[config.mk]
export PLATFORM = sky130hd
export DESIGN_NAME = rm_ctrl_pipeline_flat
export DESIGN_NICKNAME = d
export VERILOG_FILES = /design/src/rtl/rm_ctrl_pipeline_if.sv /design/src/rtl/rm_ctrl_pipeline.sv /design/src/flat_wrapper.sv
export SDC_FILE = /design/constraint.sdc
export NUM_CORES = 1
export LEC_CHECK = 0
export CAP_MARGIN = 20
export CORE_UTILIZATION = 46
export CTS_BUF_LIST = sky130_fd_sc_hd__clkbuf_16
export DETAILED_ROUTE_END_ITERATION = 16
export MAX_ROUTING_LAYER = met4
export PLACE_DENSITY = 0.79
export SYNTH_ARGS = -nofsm -noshare
export SYNTH_HDL_FRONTEND = slang
export SYNTH_SLANG_ARGS = --single-unit
[constraint.sdc]
create_clock -name clk_i -period 3.9 [get_ports clk_i]
set_clock_uncertainty 0.1 [all_clocks]
set_input_delay 0.78 -clock clk_i [delete_from_list [all_inputs] [get_ports clk_i]]
set_output_delay 0.78 -clock clk_i [all_outputs]
set_load 0.05 [all_outputs]
[src/rtl/rm_ctrl_pipeline_if.sv]
// Handshake and status bundle between the lane allocator/monitor and rm_ctrl_pipeline.
// The master drives offers, stalls and kills; the slave (the pipeline) reports stage contents and lane occupancy.
interface rm_ctrl_pipeline_if #(
    parameter int NUM_STAGES = 4,
    parameter int NUM_LANES  = 4,
    parameter int LANE_W     = $clog2(NUM_LANES),
    parameter int TAG_W      = 16,
    parameter int CNT_W      = $clog2(NUM_STAGES + 1)
);
    logic                           ctrl_valid_i;
    logic [LANE_W-1:0]              ctrl_lane_i;
    logic [TAG_W-1:0]               ctrl_tag_i;
    logic                           ctrl_ready_o;
    logic [NUM_STAGES-1:0]          stall_i;
    logic                           flush_i;
    logic [NUM_LANES-1:0]           lane_kill_i;
    logic [NUM_STAGES-1:0]          stage_valid_o;
    logic [NUM_STAGES*LANE_W-1:0]   stage_lane_o;
    logic [NUM_STAGES*TAG_W-1:0]    stage_tag_o;
    logic [NUM_LANES-1:0]           lane_retire_o;
    logic [NUM_LANES-1:0]           lane_busy_o;
    logic [NUM_LANES*CNT_W-1:0]     lane_cnt_o;
    logic                           err_o;

    modport master (
        output ctrl_valid_i, ctrl_lane_i, ctrl_tag_i, stall_i, flush_i, lane_kill_i,
        input  ctrl_ready_o, stage_valid_o, stage_lane_o, stage_tag_o,
               lane_retire_o, lane_busy_o, lane_cnt_o, err_o
    );

    modport slave (
        input  ctrl_valid_i, ctrl_lane_i, ctrl_tag_i, stall_i, flush_i, lane_kill_i,
        output ctrl_ready_o, stage_valid_o, stage_lane_o, stage_tag_o,
               lane_retire_o, lane_busy_o, lane_cnt_o, err_o
    );
endinterface

[src/rtl/rm_ctrl_pipeline.sv]
// Runtime-monitor control pipeline: carries {lane, tag} through NUM_STAGES detector stages
// with per-stage stall and bubble collapse, flush, per-lane kill, and per-lane occupancy tracking.
module rm_ctrl_pipeline #(
    parameter int NUM_STAGES = 4,
    parameter int NUM_LANES  = 4,
    parameter int LANE_W     = $clog2(NUM_LANES),
    parameter int TAG_W      = 16,
    parameter int CNT_W      = $clog2(NUM_STAGES + 1)
) (
    input  logic           clk_i,
    input  logic           rst_ni,
    rm_ctrl_pipeline_if.slave bus
);

    localparam logic [LANE_W:0] LANE_LIM = (LANE_W + 1)'(NUM_LANES);

    // Looks up a per-lane flag without indexing past NUM_LANES for out-of-range lane codes.
    function automatic logic lane_bit(input logic [NUM_LANES-1:0] vec, input logic [LANE_W-1:0] lane);
        logic hit;
        hit = 1'b0;
        for (int l = 0; l < NUM_LANES; l++) begin
            hit = hit | (vec[l] & (lane == LANE_W'(l)));
        end
        return hit;
    endfunction

    logic [NUM_STAGES-1:0]  valid_r;
    logic [LANE_W-1:0]      lane_r    [NUM_STAGES];
    logic [TAG_W-1:0]       tag_r     [NUM_STAGES];
    logic [CNT_W-1:0]       cnt_r     [NUM_LANES];
    logic [NUM_LANES-1:0]   busy_r;
    logic                   err_r;

    logic [NUM_STAGES-1:0]  adv_s;
    logic [NUM_STAGES:0]    acc_s;
    logic                   lane_ok_s;
    logic                   accept_s;
    logic [NUM_LANES-1:0]   retire_s;
    logic [NUM_STAGES-1:0]  in_v_s;
    logic [LANE_W-1:0]      in_lane_s [NUM_STAGES];
    logic [TAG_W-1:0]       in_tag_s  [NUM_STAGES];
    logic [CNT_W-1:0]       cnt_nxt_s [NUM_LANES];

    // Flow control, resolved from the last stage backwards; acc_s[NUM_STAGES] models the always-open exit.
    always_comb begin
        adv_s              = '0;
        acc_s              = '0;
        acc_s[NUM_STAGES]  = 1'b1;
        for (int k = NUM_STAGES - 1; k >= 0; k--) begin
            adv_s[k] = valid_r[k] & ~bus.stall_i[k] & acc_s[k+1];
            acc_s[k] = ~valid_r[k] | adv_s[k];
        end
        lane_ok_s = ({1'b0, bus.ctrl_lane_i} < LANE_LIM);
        accept_s  = bus.ctrl_valid_i & acc_s[0] & ~bus.flush_i & lane_ok_s
                  & ~lane_bit(bus.lane_kill_i, bus.ctrl_lane_i);
        for (int l = 0; l < NUM_LANES; l++) begin
            retire_s[l] = adv_s[NUM_STAGES-1] & (lane_r[NUM_STAGES-1] == LANE_W'(l))
                        & ~bus.flush_i & ~bus.lane_kill_i[l];
        end
    end

    // Data arriving at each stage: the accepted offer for stage 0, the advancing neighbour otherwise.
    always_comb begin
        in_v_s       = '0;
        in_v_s[0]    = accept_s;
        in_lane_s[0] = bus.ctrl_lane_i;
        in_tag_s[0]  = bus.ctrl_tag_i;
        for (int k = 1; k < NUM_STAGES; k++) begin
            in_v_s[k]    = adv_s[k-1];
            in_lane_s[k] = lane_r[k-1];
            in_tag_s[k]  = tag_r[k-1];
        end
    end

    // Next in-flight count per lane; kill and flush override accept/retire accounting.
    always_comb begin
        for (int l = 0; l < NUM_LANES; l++) begin
            cnt_nxt_s[l] = (bus.flush_i | bus.lane_kill_i[l]) ? '0 :
                           cnt_r[l] + CNT_W'(accept_s & (bus.ctrl_lane_i == LANE_W'(l)))
                                    - CNT_W'(retire_s[l]);
        end
    end

    // Stage registers: a killed entry is cleared whether it moves or holds.
    always_ff @(posedge clk_i or negedge rst_ni) begin
        if (!rst_ni) begin
            valid_r <= '0;
            for (int k = 0; k < NUM_STAGES; k++) begin
                lane_r[k] <= '0;
                tag_r[k]  <= '0;
            end
        end else begin
            for (int k = 0; k < NUM_STAGES; k++) begin
                if (bus.flush_i) begin
                    valid_r[k] <= 1'b0;
                end else if (in_v_s[k]) begin
                    valid_r[k] <= ~lane_bit(bus.lane_kill_i, in_lane_s[k]);
                    lane_r[k]  <= in_lane_s[k];
                    tag_r[k]   <= in_tag_s[k];
                end else if (adv_s[k]) begin
                    valid_r[k] <= 1'b0;
                end else begin
                    valid_r[k] <= valid_r[k] & ~lane_bit(bus.lane_kill_i, lane_r[k]);
                end
            end
        end
    end

    // Lane occupancy counters, busy flags and the sticky invalid-lane error.
    always_ff @(posedge clk_i or negedge rst_ni) begin
        if (!rst_ni) begin
            busy_r <= '0;
            err_r  <= 1'b0;
            for (int l = 0; l < NUM_LANES; l++) begin
                cnt_r[l] <= '0;
            end
        end else begin
            err_r <= err_r | (bus.ctrl_valid_i & ~lane_ok_s);
            for (int l = 0; l < NUM_LANES; l++) begin
                cnt_r[l]  <= cnt_nxt_s[l];
                busy_r[l] <= (cnt_nxt_s[l] != '0);
            end
        end
    end

    assign bus.ctrl_ready_o  = acc_s[0];
    assign bus.lane_retire_o = retire_s;
    assign bus.stage_valid_o = valid_r;
    assign bus.lane_busy_o   = busy_r;
    assign bus.err_o         = err_r;

    for (genvar k = 0; k < NUM_STAGES; k++) begin : g_stage_out
        assign bus.stage_lane_o[k*LANE_W +: LANE_W] = lane_r[k];
        assign bus.stage_tag_o[k*TAG_W +: TAG_W]    = tag_r[k];
    end

    for (genvar l = 0; l < NUM_LANES; l++) begin : g_lane_out
        assign bus.lane_cnt_o[l*CNT_W +: CNT_W] = cnt_r[l];
    end

endmodule

[src/flat_wrapper.sv]
// flat-port wrapper written by rule: the top's interface ports become plain ports
module rm_ctrl_pipeline_flat 
#(
    parameter int NUM_STAGES = 4,
    parameter int NUM_LANES  = 4,
    parameter int LANE_W     = $clog2(NUM_LANES),
    parameter int TAG_W      = 16,
    parameter int CNT_W      = $clog2(NUM_STAGES + 1)
)
  (clk_i, rst_ni, bus_ctrl_valid_i, bus_ctrl_lane_i, bus_ctrl_tag_i, bus_stall_i, bus_flush_i, bus_lane_kill_i, bus_ctrl_ready_o, bus_stage_valid_o, bus_stage_lane_o, bus_stage_tag_o, bus_lane_retire_o, bus_lane_busy_o, bus_lane_cnt_o, bus_err_o);
  rm_ctrl_pipeline_if #(.NUM_STAGES(NUM_STAGES), .NUM_LANES(NUM_LANES), .LANE_W(LANE_W), .TAG_W(TAG_W), .CNT_W(CNT_W)) bus_i ();
  input  logic clk_i;
  input  logic rst_ni;
  input wire logic [$bits(bus_i.ctrl_valid_i)-1:0] bus_ctrl_valid_i;
  input wire logic [$bits(bus_i.ctrl_lane_i)-1:0] bus_ctrl_lane_i;
  input wire logic [$bits(bus_i.ctrl_tag_i)-1:0] bus_ctrl_tag_i;
  input wire logic [$bits(bus_i.stall_i)-1:0] bus_stall_i;
  input wire logic [$bits(bus_i.flush_i)-1:0] bus_flush_i;
  input wire logic [$bits(bus_i.lane_kill_i)-1:0] bus_lane_kill_i;
  output wire logic [$bits(bus_i.ctrl_ready_o)-1:0] bus_ctrl_ready_o;
  output wire logic [$bits(bus_i.stage_valid_o)-1:0] bus_stage_valid_o;
  output wire logic [$bits(bus_i.stage_lane_o)-1:0] bus_stage_lane_o;
  output wire logic [$bits(bus_i.stage_tag_o)-1:0] bus_stage_tag_o;
  output wire logic [$bits(bus_i.lane_retire_o)-1:0] bus_lane_retire_o;
  output wire logic [$bits(bus_i.lane_busy_o)-1:0] bus_lane_busy_o;
  output wire logic [$bits(bus_i.lane_cnt_o)-1:0] bus_lane_cnt_o;
  output wire logic [$bits(bus_i.err_o)-1:0] bus_err_o;
  assign bus_i.ctrl_valid_i = bus_ctrl_valid_i;
  assign bus_i.ctrl_lane_i = bus_ctrl_lane_i;
  assign bus_i.ctrl_tag_i = bus_ctrl_tag_i;
  assign bus_i.stall_i = bus_stall_i;
  assign bus_i.flush_i = bus_flush_i;
  assign bus_i.lane_kill_i = bus_lane_kill_i;
  assign bus_ctrl_ready_o = bus_i.ctrl_ready_o;
  assign bus_stage_valid_o = bus_i.stage_valid_o;
  assign bus_stage_lane_o = bus_i.stage_lane_o;
  assign bus_stage_tag_o = bus_i.stage_tag_o;
  assign bus_lane_retire_o = bus_i.lane_retire_o;
  assign bus_lane_busy_o = bus_i.lane_busy_o;
  assign bus_lane_cnt_o = bus_i.lane_cnt_o;
  assign bus_err_o = bus_i.err_o;
  rm_ctrl_pipeline #(.NUM_STAGES(NUM_STAGES), .NUM_LANES(NUM_LANES), .LANE_W(LANE_W), .TAG_W(TAG_W), .CNT_W(CNT_W)) u_core (.clk_i(clk_i), .rst_ni(rst_ni), .bus(bus_i));
endmodule
==> impl_metrics.py, run 1 <==
metrics = {
    "flow_run": {
        "cap_violations": 0,
    },
    "worst_setup_path": {
        "crit_fanout": 8,
        "cp.arrival_ns": 3.59,
        "start_kind": "input port",
        "critical_path_class": "input port to flop",
        "path_buf_inv": 3,
        "worstPathCellList": "clkdlybuf4s50_1, nor2_1, nand2_1, nor4b_2, ha_1, inv_1, ha_1, inv_1, fa_1, xor2_1, xnor2_1, a311oi_1",
        "slowest_stage": "clkdlybuf4s50_1",
        "worstPathRequired_ns": 4.04,
        "crit_family": "adder cells",
        "slowest_delay_ns": 0.62,
        "cp-end-kind": "flop",
    },
    "power": {
        "vdd_drop_max_uv": 367,
        "p_clk_frac": 0.239,
        "p_int_uw": 2020,
        "total_power_uw": 3290,
        "total_leakage_power_uw": 0.00262,
        "pwr-share-comb": 0.379,
        "swShare": 0.385,
        "power.switching_uw": 1270,
        "p_per_area_mw_per_mm2": 567,
        "power.share.sequential": 0.382,
    },
    "routing": {
        "avgRoutedWirePerCell_um": 17.6,
        "routed_wl_um": 9280,
        "drt-pass1-iter-count": 4,
        "drc": 0,
        "vias_per_cell": 5.30,
        "drt_iter0_drc": 83,
        "vias": 2793,
        "ant_nets": 0,
    },
    "floorplan": {
        "dieArea_mm2": 0.00918,
        "die_w_um": 95.8,
        "core-area_mm2": 0.00838,
        "die-height_um": 95.8,
        "start_util": 0.483,
        "io_pins": 128,
        "num_rows": 33,
    },
    "cells_and_area": {
        "n_antenna_cell": 0,
        "n_fill_cell": 620,
        "regArea_mm2": 0.00230,
        "nets": 459,
        "synthToLayoutAreaGrowth_pct": 43.4,
        "multiInputGateArea_mm2": 0.00161,
        "layout.cells.non_filler": 527,
        "drive_above_1_share": 0.289,
    },
    "synth": {
        "syn_area_mm2": 0.00405,
        "ys_seq_area_frac": 0.569,
        "synth_simple_gate_area_frac": 0.0640,
        "yosys.area.top_type_share": 0.569,
        "synth_top_cell_by_area": "dfrtp_1",
        "syn_area_per_cell_um2": 14.6,
        "synth.mux.area_fraction": 0.237,
        "ys_ff_latch": 92,
        "yosys.area_share.xor_xnor": 0.0173,
        "yosys-top-cells-area": "dfrtp_1 57%, mux2_2 17%, mux2_4 3.7%",
        "async_flop_share": 1.00,
        "synth_top_family_by_area": "multiplexers",
        "yosysUniqueCellTypes": 45,
        "yosysWarnings": 0,
        "yosys.area_share.adder": 0.0445,
        "synth_compound_area_frac": 0.0272,
        "synthCells": 277,
        "ys.flop_type": "dfrtp_1",
        "syn-num-nets": 319,
        "synth_edf_count": 0,
    },
    "timing": {
        "hold_viol": 0,
        "finalCritPeriodShare": 0.885,
        "max_slew_margin": 0.634,
        "period_minus_slack_ns": 3.45,
        "hold_ws_ns": 0.274,
        "maxSlewViolCount": 0,
        "grt_setup_unrepaired": "false",
        "setup_violations": 0,
        "fmax_ghz": 0.290,
        "worst_slew_pin_slew_ns": 0.547,
    },
    "clocking": {
        "htree_levels": 3,
        "post_cts_buffers": 0,
        "clockBufferDepth": 2,
        "cts_tree": "done",
        "cts_made_buffers": 9,
        "hold_buffers": 0,
        "clk_latency_ns": 0.33,
        "clk_pin_slew_worst_paths_ns": 0.07,
        "cts_root_buf": "clkbuf_16",
        "clock_sinks": 92,
        "cts.repair.resized": 0,
    },
    "global_routing": {
        "met2_usage": 0.374,
        "overflow": 0,
        "grt_max_degree": 34,
        "grt_util_met3": 0.0592,
        "grt_pass1_vias": 2863,
        "grtUsageTotal": 0.226,
        "antenna_found_initial": 0,
        "busiest_layer": "met2",
        "grtUsageMet1": 0.269,
        "grt_pass1_wl_um": 14600,
    },
    "place": {
        "gp_congestion": 0.806,
        "hpwl_um": 6890,
        "port_buffers": 126,
        "dpl.cell_count": 511,
    },
    "worst_hold_path": {
        "hp-class": "input port to asynchronous set/reset pin",
    },
    "run_status": {
        "outcome": "complete, no violations",
    },
}
## cell usage after synthesis, types with 2 or more instances
master / number
clkbuf_1: 7
fa_1: 4
nor2b_1: 2
xor2_1: 4
buf_2: 4
mux2_2: 62
nand3b_1: 2
nor3_1: 13
inv_1: 18
ha_1: 8
a311oi_1: 4
xnor2_1: 4
a21oi_1: 3
and3b_1: 2
buf_6: 2
mux4_2: 4
nor2_1: 3
nor4b_1: 2
nand2_1: 3
dfrtp_1: 92
mux2_4: 10
## path summary, 6_finish.rpt
kind                       depth (start not counted)                                   start  slack, ns                                     end
max                                               12                             bus_flush_i       0.45     u_core.bus.lane_busy_o[1]$_DFF_PN0_
min                                                1                                  rst_ni       0.27     u_core.bus.lane_cnt_o[11]$_DFF_PN0_
max reg2reg                                       10   u_core.bus.stage_valid_o[3]$_DFF_PN0_       1.00     u_core.bus.lane_busy_o[3]$_DFF_PN0_
min reg2reg                                        1  u_core.bus.stage_tag_o[55]$_DFFE_PN0P_       0.41  u_core.bus.stage_tag_o[55]$_DFFE_PN0P_
max in group asynchronous                          2                                  rst_ni       2.66  u_core.bus.stage_tag_o[62]$_DFFE_PN0P_
min in group clk_i                                 1  u_core.bus.stage_tag_o[55]$_DFFE_PN0P_       0.41  u_core.bus.stage_tag_o[55]$_DFFE_PN0P_
## power by group through the flow
stage / combinational [µW] / sequential [µW] / clock, µW
after CTS: 1260 / 1260 / 814
after detailed placement: 1250 / 1270 / 0
after floorplan: 229 / 1830 / 0
after global placement: 1240 / 1260 / 0
after global routing: 1290 / 1280 / 849
final: 1250 / 1260 / 788
## metal layers
metal  share of wire  vias to the layer above
met5               0                        -
met4           0.013                        0
met3           0.063                       10
met2            0.51                       95
met1            0.42                     1427
li1                -                     1261
## logic make-up (layout without fill, tap and decap cells)
kind of cell	Yosys count	in the layout
adders and majority gates	12	12
AOI/OAI and AO/OA	14	14
DFF	92	92
and+or+nand+nor	39	39
muxes	78	78
other	1	1
buffers and inverters	33	178
xor gates and xnor gates	8	8
## cells in the final DEF, fill, tap and decap left out, types with 2 or more instances in the layout
cell | Yosys | layout
buf_12 | 1 | 4
nor2_1 | 3 | 3
nor3_1 | 13 | 13
xor2_1 | 4 | 4
clkdlybuf4s50_1 | 0 | 120
nand2_1 | 3 | 3
ha_1 | 8 | 8
mux4_2 | 4 | 4
mux2_2 | 62 | 62
clkinv_2 | 0 | 2
clkbuf_16 | 0 | 9
and3b_1 | 2 | 2
inv_1 | 18 | 18
nor4b_2 | 0 | 2
nand3b_1 | 2 | 2
dfrtp_1 | 92 | 92
buf_4 | 1 | 20
a311oi_1 | 4 | 4
a21oi_1 | 3 | 3
xnor2_1 | 4 | 4
fa_1 | 4 | 4
mux2_4 | 10 | 10
nor2b_1 | 2 | 2
clkinv_1 | 0 | 2
## state kept, by name (all words and copies together) (netlist names)
register                  flops
u_core.bus.stage_tag_o       64
u_core.bus.lane_cnt_o        12
u_core.bus.stage_lane_o       8
u_core.bus.lane_busy_o        4
u_core.bus.stage_valid_o      4
## cell type report
cell class | instances | share of cell area
Clock buffer | 9 | 0.0388
Multi-Input combinational cell | 152 | 0.277
Inverter | 18 | 0.0116
Tap cell | 105 | 0.0226
Sequential cell | 92 | 0.396
Timing Repair Buffer | 144 | 0.246
Clock inverter | 7 | 0.00732
## stage by stage
| step | util | area, µm² | worst slack (ns) | setup TNS, ns |
|---|---|---|---|---|
| 6_report | 0.693 | 5810 | 0.448 | 0 |
| 2_1_floorplan | - | 4070 | -0.0540 | -0.0600 |
| 3_5_place_dp | 0.661 | 5540 | 0.159 | 0 |
| 3_3_place_gp | 0.661 | 5540 | 0.172 | 0 |
| 4_1_cts | 0.693 | 5810 | 0.501 | 0 |
| 5_1_grt | 0.693 | 5810 | 0.343 | 0 |
Power figures use the tool's default switching activity.
==> run 2: changes to the inputs <==
--- a/config.mk
+++ b/config.mk
@@ -9,8 +9,10 @@
 export CORE_UTILIZATION = 46
 export CTS_BUF_LIST = sky130_fd_sc_hd__clkbuf_16
 export DETAILED_ROUTE_END_ITERATION = 16
+export HOLD_SLACK_MARGIN = 0.03
 export MAX_ROUTING_LAYER = met4
 export PLACE_DENSITY = 0.79
+export SLEW_MARGIN = 5
 export SYNTH_ARGS = -nofsm -noshare
 export SYNTH_HDL_FRONTEND = slang
 export SYNTH_SLANG_ARGS = --single-unit
==> results of run 2 <==
Same layout as run 1: the final DEF is identical, and so are final timing and power.
